===== config.mk =====
export PLATFORM = sky130hd
export DESIGN_NAME = denise_bitplane_shifter_flat
export DESIGN_NICKNAME = d
export VERILOG_FILES = /design/src/rtl/denise_bitplane_shifter_pkg.sv /design/src/rtl/denise_bitplane_shifter_if.sv /design/src/rtl/denise_bpl_shiftreg.sv /design/src/rtl/denise_bitplane_shifter.sv /design/src/flat_wrapper.sv
export SDC_FILE = /design/constraint.sdc
export NUM_CORES = 1
export LEC_CHECK = 0
export BUFFER_PORTS_ARGS = -buffer_cell sky130_fd_sc_hd__buf_2
export CAP_MARGIN = 30
export CORE_MARGIN = 1.5
export CORE_UTILIZATION = 60
export CTS_CLUSTER_DIAMETER = 40
export DETAILED_ROUTE_END_ITERATION = 6
export GPL_TIMING_DRIVEN = 0
export PLACE_DENSITY = 0.78
export SYNTH_ARGS = -nofsm -noshare
export SYNTH_HDL_FRONTEND = slang
export SYNTH_SLANG_ARGS = --single-unit

===== constraint.sdc =====
create_clock -name clk -period 8.8 [get_ports clk]
set_input_delay 0.88 -clock clk [delete_from_list [all_inputs] [get_ports clk]]
set_output_delay 0.88 -clock clk [all_outputs]
set_load 0.005 [all_outputs]

===== src/rtl/denise_bitplane_shifter_pkg.sv =====
// Shared definitions for the Denise bitplane shifter slice.
// Build option: BPL_AGA_PLANES_EN -- when defined, eight bitplanes are
// implemented regardless of the NPLANES parameter.
package denise_bitplane_shifter_pkg;

    // Register bus addresses (byte address, bit 0 always zero on the bus).
    localparam logic [8:0] BPL1DAT_ADR = 9'h110;
    localparam logic [8:0] BPLCON0_ADR = 9'h100;
    localparam logic [8:0] BPLCON1_ADR = 9'h102;

    localparam int MAX_PLANES = 8;

`ifdef BPL_AGA_PLANES_EN
    localparam bit AGA_PLANES = 1'b1;
`else
    localparam bit AGA_PLANES = 1'b0;
`endif

    typedef enum logic [1:0] {
        RES_LORES,
        RES_HIRES,
        RES_SHRES
    } res_e;

    // Number of planes actually built: AGA builds always carry all eight.
    function automatic int plane_count(input int requested);
        return AGA_PLANES ? MAX_PLANES : requested;
    endfunction

    // Super-hires takes precedence when both resolution bits are set.
    function automatic res_e resolve_res(input logic hires, input logic shres);
        if (shres) return RES_SHRES;
        if (hires) return RES_HIRES;
        return RES_LORES;
    endfunction

endpackage


===== src/rtl/denise_bitplane_shifter_if.sv =====
// Register-bus and pixel-output bundle of the bitplane shifter.
// Build option: BPL_AGA_PLANES_EN widens bpldata to eight planes.
interface denise_bitplane_shifter_if #(
    parameter int NPLANES = 6
);
    import denise_bitplane_shifter_pkg::*;

    localparam int NP = plane_count(NPLANES);

    logic          clk7_en;
    logic          ecs;
    logic [8:1]    reg_address_in;
    logic [15:0]   data_in;
    logic [NP-1:0] bpldata;
    logic          pix_en;

    modport master (
        output clk7_en, ecs, reg_address_in, data_in,
        input  bpldata, pix_en
    );

    modport slave (
        input  clk7_en, ecs, reg_address_in, data_in,
        output bpldata, pix_en
    );

endinterface


===== src/rtl/denise_bpl_shiftreg.sv =====
// One bitplane serialiser: 16-bit parallel load, MSB-first left shift.
module denise_bpl_shiftreg (
    input  logic        clk,
    input  logic        reset,
    input  logic        load,
    input  logic        shift,
    input  logic [15:0] din,
    output logic        msb
);

    logic [15:0] sr;

    // Load has priority so a coinciding shift tick never eats the first pixel.
    always_ff @(posedge clk or posedge reset) begin
        // NOTE: sequential state uses non-blocking assignments so every flop
        // samples pre-edge values regardless of statement order.
        if (reset)
            sr <= '0;
        else if (load)
            sr <= din;
        else if (shift)
            sr <= {sr[14:0], 1'b0};
    end

    assign msb = sr[15];

endmodule


===== src/rtl/denise_bitplane_shifter.sv =====
// Denise bitplane shifter: captures BPLxDAT words, applies the BPLCON1
// playfield scroll delay and serialises the planes at lores/hires/shres.
// Build option: BPL_AGA_PLANES_EN -- eight planes, BPL7DAT/BPL8DAT decoded.
module denise_bitplane_shifter
    import denise_bitplane_shifter_pkg::*;
#(
    parameter int NPLANES = 6
) (
    input  logic clk,
    input  logic reset,
    denise_bitplane_shifter_if.slave bus
);

    localparam int NP = plane_count(NPLANES);

    logic [8:0]    addr;
    logic          wr_bpl1;
    logic          wr_con0;
    logic          wr_con1;
    logic [NP-1:0] wr_hold;

    logic          hires;
    logic          shres;
    logic [3:0]    pf1h;
    logic [3:0]    pf2h;
    logic [15:0]   hold [NP];
    logic [1:0]    ph;

    logic          arm_o;
    logic          arm_e;
    logic [3:0]    dly_o;
    logic [3:0]    dly_e;
    logic          load_o;
    logic          load_e;

    res_e          res;
    logic          shift_tick;
    logic          pix_en_q;
    logic [NP-1:0] pix;

    assign addr = {bus.reg_address_in, 1'b0};

    // Register decode; every bus write is qualified by the lores strobe.
    always_comb begin
        // NOTE: every combinational output gets a default first, so no path
        // leaves it unassigned and no latch is inferred.
        wr_hold = '0;
        wr_bpl1 = bus.clk7_en && (addr == BPL1DAT_ADR);
        wr_con0 = bus.clk7_en && (addr == BPLCON0_ADR);
        wr_con1 = bus.clk7_en && (addr == BPLCON1_ADR);
        for (int i = 0; i < NP; i++)
            wr_hold[i] = bus.clk7_en && (addr == BPL1DAT_ADR + 9'(2 * i));
    end

    // Resolution and scroll controls from BPLCON0/BPLCON1.
    always_ff @(posedge clk or posedge reset) begin
        if (reset) begin
            hires <= 1'b0;
            shres <= 1'b0;
            pf1h  <= 4'd0;
            pf2h  <= 4'd0;
        end else begin
            if (wr_con0) begin
                hires <= bus.data_in[15];
                shres <= bus.data_in[6] & bus.ecs;
            end
            if (wr_con1) begin
                pf1h <= bus.data_in[3:0];
                pf2h <= bus.data_in[7:4];
            end
        end
    end

    // Per-plane holding registers written by BPLxDAT.
    always_ff @(posedge clk or posedge reset) begin
        // NOTE: this small register file must read zero after reset, so it is
        // reset like ordinary flops; a real RAM macro would not be.
        if (reset) begin
            for (int i = 0; i < NP; i++)
                hold[i] <= '0;
        end else begin
            for (int i = 0; i < NP; i++)
                if (wr_hold[i])
                    hold[i] <= bus.data_in;
        end
    end

    // Sub-pixel phase, realigned to zero right after every lores strobe.
    always_ff @(posedge clk or posedge reset) begin
        if (reset)
            ph <= 2'd0;
        else if (bus.clk7_en)
            ph <= 2'd0;
        else
            ph <= ph + 2'd1;
    end

    assign res = resolve_res(hires, shres);

    // Shift rate: every clk (shres), every other clk (hires), per strobe (lores).
    always_comb begin
        shift_tick = 1'b0;
        case (res)
            RES_SHRES: shift_tick = 1'b1;
            RES_HIRES: shift_tick = ph[0] | bus.clk7_en;
            default:   shift_tick = bus.clk7_en;
        endcase
    end

    // A fresh BPL1DAT write cancels any load that would otherwise fire now.
    assign load_o = bus.clk7_en && arm_o && !wr_bpl1 && (dly_o == pf1h);
    assign load_e = bus.clk7_en && arm_e && !wr_bpl1 && (dly_e == pf2h);

    // Scroll delay per playfield: compare first, then count the strobe.
    always_ff @(posedge clk or posedge reset) begin
        if (reset) begin
            arm_o <= 1'b0;
            arm_e <= 1'b0;
            dly_o <= 4'd0;
            dly_e <= 4'd0;
        end else if (wr_bpl1) begin
            arm_o <= 1'b1;
            arm_e <= 1'b1;
            dly_o <= 4'd0;
            dly_e <= 4'd0;
        end else if (bus.clk7_en) begin
            if (arm_o) begin
                if (load_o)
                    arm_o <= 1'b0;
                else
                    dly_o <= dly_o + 4'd1;
            end
            if (arm_e) begin
                if (load_e)
                    arm_e <= 1'b0;
                else
                    dly_e <= dly_e + 4'd1;
            end
        end
    end

    // pix_en is delayed one clk so it lines up with the shifter outputs.
    always_ff @(posedge clk or posedge reset) begin
        if (reset)
            pix_en_q <= 1'b0;
        else
            pix_en_q <= shift_tick;
    end

    // Odd planes (1,3,5,7 = even indices) follow playfield 1, the rest playfield 2.
    for (genvar i = 0; i < NP; i++) begin : g_plane
        localparam bit ODD_PLANE = (i % 2) == 0;

        denise_bpl_shiftreg u_sr (
            .clk   (clk),
            .reset (reset),
            .load  (ODD_PLANE ? load_o : load_e),
            .shift (shift_tick),
            .din   (hold[i]),
            .msb   (pix[i])
        );
    end

    assign bus.bpldata = pix;
    assign bus.pix_en  = pix_en_q;

endmodule


===== src/flat_wrapper.sv =====
// flat-port wrapper written by rule: the top's interface ports become plain ports
module denise_bitplane_shifter_flat import denise_bitplane_shifter_pkg::*;
#(
    parameter int NPLANES = 6
)
  (clk, reset, bus_clk7_en, bus_ecs, bus_reg_address_in, bus_data_in, bus_bpldata, bus_pix_en);
  denise_bitplane_shifter_if #(.NPLANES(NPLANES)) bus_i ();
  input  logic clk;
  input  logic reset;
  input wire logic [$bits(bus_i.clk7_en)-1:0] bus_clk7_en;
  input wire logic [$bits(bus_i.ecs)-1:0] bus_ecs;
  input wire logic [$bits(bus_i.reg_address_in)-1:0] bus_reg_address_in;
  input wire logic [$bits(bus_i.data_in)-1:0] bus_data_in;
  output wire logic [$bits(bus_i.bpldata)-1:0] bus_bpldata;
  output wire logic [$bits(bus_i.pix_en)-1:0] bus_pix_en;
  assign bus_i.clk7_en = bus_clk7_en;
  assign bus_i.ecs = bus_ecs;
  assign bus_i.reg_address_in = bus_reg_address_in;
  assign bus_i.data_in = bus_data_in;
  assign bus_bpldata = bus_i.bpldata;
  assign bus_pix_en = bus_i.pix_en;
  denise_bitplane_shifter #(.NPLANES(NPLANES)) u_core (.clk(clk), .reset(reset), .bus(bus_i));
endmodule

==> flow_summary.json <==
{
  "outcome": "finished clean",
  "diodes": 0,
  "yosys.area.top_type": "dfrtp_1",
  "ys_types": 44,
  "critical_path_class": "in -> reg",
  "rsz0062_at_grt": "false",
  "vdd_drop_max_v": 0.000173,
  "first_global_vias": 6249,
  "arrival_ps": 3220,
  "post-cts-setup-buffer-count": 0,
  "initial_core_util_pct": 61.3,
  "grt_overflow": 0,
  "crit_path_start_kind": "primary input",
  "worstSetupEndpoint": "u_core.g_plane[0].u_sr.sr[2]",
  "r2r_start": "u_core.ph[0]",
  "p_seq_share_pct": 41.9,
  "cap_violations": 0,
  "relSlewSlack_pct": 44.9,
  "first_pass_iters": 5,
  "synth_ff_type": "dfrtp_1",
  "ys_ff_latch": 214,
  "grt_first_pass_wirelength_mm": 34.7,
  "nNetsFinal": 760,
  "grt_max_degree": 120,
  "finClkSkew_ps": 19.8,
  "cts_resized": 0,
  "crit_start": "bus_clk7_en",
  "path_clk_slew_ps": 50,
  "synth_edf_count": 0,
  "finalHoldViolCount": 0,
  "synth_cells": 658,
  "drt-initial-drc-count": 456,
  "required_ps": 9230,
  "cts_root_buffer": "clkbuf_16",
  "cts_buffers": 34,
  "ys_warn_count": 0,
  "internal_power_w": 0.00193,
  "worst-r2r-cell-count": 5,
  "pwr-share-clk_pct": 53.4,
  "clkLatencyLatePin_ps": 500,
  "clockBufferDepth": 3,
  "boundaryPins": 35,
  "gr-usage-all-layers_pct": 28.8,
  "p_sw_share_pct": 22.3,
  "cp-end-kind": "flip-flop",
  "antenna_found_initial": 0,
  "vias": 5882,
  "min_path_type": "reg -> reg",
  "fp.coreArea_sq_mm": 0.0145,
  "synth_fp_nets": 688,
  "tightestPinTransition_ps": 825,
  "syn_area_sq_mm": 0.00887,
  "syn_area_per_cell_sq_um": 13.5,
  "layout_common_cells": "dfrtp_1, and2_1, mux2_2",
  "reg2reg_slack_ps": 6270,
  "postSynth.asyncResetShare_pct": 100,
  "fin_setup_tns_ps": 0,
  "fp.dieArea_sq_mm": 0.0155,
  "setup-violations-final": 0,
  "fmax_mhz": 358,
  "portBuffers": 34,
  "holdBufCountCts": 0,
  "netlist_top_cells_area": "dfrtp_1, mux2_2, a221o_1",
  "p_switching_w": 0.000553,
  "hpwl_mm": 13.0,
  "reg2reg_to": "u_core.g_plane[0].u_sr.sr[2]",
  "power_frac_comb_pct": 4.8,
  "h-tree-depth": 2,
  "period_needed_ps": 2790,
  "power_density_mw_per_mm2": 238,
  "vias_per_cell": 6.27,
  "layout_commonest_cell": "dfrtp_1",
  "die_w_microns": 125,
  "drc": 0,
  "detail_route.wl_per_cell_microns": 22.7,
  "area_growth_pct": 17.8,
  "p_leak_nw": 5.30,
  "die_h_microns": 125,
  "final_max_slew_viol_count": 0,
  "netlist.area_leader.share_pct": 60.3,
  "path_max_fanout": 10,
  "hold_ws_ps": 454,
  "fin_crit_sh_pct": 31.7,
  "cts_tree": "done",
  "seq_area_frac_synth_pct": 60.3,
  "drt-total-wl_mm": 21.3,
  "clkSinkCount": 214,
  "place_congestion": 0.802,
  "drive_above_1_share_pct": 28.5,
  "drtAntennaViolNets": 0,
  "rows": 44
}
==> cell type report <==
type                            instances  area, sq um
Multi-Input combinational cell        392         3220
Clock buffer                           47          983
Tap cell                              184          230
Clock inverter                         13          155
Sequential cell                       214         5360
Fill cell                             952         4030
Inverter                                5         26.3
Buffer                                 47          277
Timing Repair Buffer                   36          203
==> worst max-delay path, stage by stage <==
cell and delay [ps]:
buf_2 120, buf_2 180, a211oi_2 670, clkbuf_1 430
clkbuf_1 600, and2_1 220, a221o_1 120
==> per-layer routing <==
metal  part of all wire [%]  global-route usage (%)  vias up
li1                       -                       -     2549
met1                     43                    40.0     3074
met2                     48                    44.6      201
met3                    6.0                    5.41       58
met4                    3.5                    13.5        0
met5                      0                       0        -
==> worst min path at each step <==
stage                 startpoint           end  slack [ps]  depth (start not counted)
floorplan           u_core.ph[0]  u_core.ph[0]         420                          1
global placement    u_core.ph[0]  u_core.ph[0]         430                          1
detailed placement  u_core.ph[0]  u_core.ph[0]         440                          1
CTS                 u_core.ph[0]  u_core.ph[0]         450                          1
global route        u_core.ph[0]  u_core.ph[0]         490                          1
finish              u_core.ph[0]  u_core.ph[0]         450                          1
==> cells by family (layout without fill, tap and decap cells) <==
family                     Yosys count  in the layout  synth area share, %
buffers and inverters               52            148                 3.33
xor gates and xnor gates            10             10                0.987
DFF                                214            214                 60.3
muxes                               92             92                 11.6
AOI/OAI and AO/OA                  107            107                 11.9
adders and majority gates            2              2                0.282
and+or+nand+nor                    181            181                 11.6
==> registers in the layout (all words and copies together) (netlist names) <==
| name | flops |
|---|---|
| u_core.g_plane.u_sr.sr | 96 |
| u_core.hold | 96 |
| u_core.dly_e | 4 |
| u_core.dly_o | 4 |
| u_core.pf1h | 4 |
| u_core.pf2h | 4 |
| u_core.arm_e | 1 |
| u_core.arm_o | 1 |
| u_core.bus.pix_en | 1 |
| u_core.hires | 1 |
| u_core.ph | 1 |
| u_core.shres | 1 |
==> power groups by stage <==
stage | registers [W] | clock network (W) | logic (W)
2_1_floorplan | 0.00105 | 0 | 0.0000747
3_3_place_gp | 0.00105 | 0 | 0.000111
3_5_place_dp | 0.00105 | 0 | 0.000119
4_1_cts | 0.00104 | 0.00134 | 0.000120
5_1_grt | 0.00104 | 0.00139 | 0.000132
6_report | 0.00104 | 0.00133 | 0.000118
==> stage by stage <==
stage / total power [W] / instance area, sq um / std cells / util, % / setup WS (ps)
after floorplan: 0.00112 / 8870 / 658 / - / 2070
after CTS: 0.00250 / 10400 / 937 / 72.2 / 6060
after global routing: 0.00256 / 10500 / 938 / 72.2 / 5900
final: 0.00248 / 10500 / 938 / 72.2 / 6010
after detailed placement: 0.00117 / 9310 / 877 / 64.3 / 5570
after global placement: 0.00116 / 9280 / 876 / 64.1 / 298
==> cell usage after synthesis, types with 2 or more instances <==
| master | count |
|---|---|
| a221o_1 | 85 |
| a221o_2 | 5 |
| buf_6 | 2 |
| clkbuf_1 | 23 |
| dfrtp_1 | 214 |
| buf_4 | 7 |
| xnor2_1 | 5 |
| nor2b_1 | 3 |
| inv_1 | 5 |
| mux2i_1 | 3 |
| nand2_1 | 55 |
| a22o_1 | 6 |
| xor2_1 | 5 |
| nor2_1 | 9 |
| nand4_2 | 2 |
| buf_8 | 4 |
| and2_1 | 91 |
| nor3b_1 | 2 |
| buf_2 | 11 |
| nand3_1 | 5 |
| or4_1 | 2 |
| mux2_2 | 89 |
| a21oi_1 | 2 |
| ha_1 | 2 |
| nand2b_1 | 2 |
No activity file was read; power rests on OpenSTA's default activity.
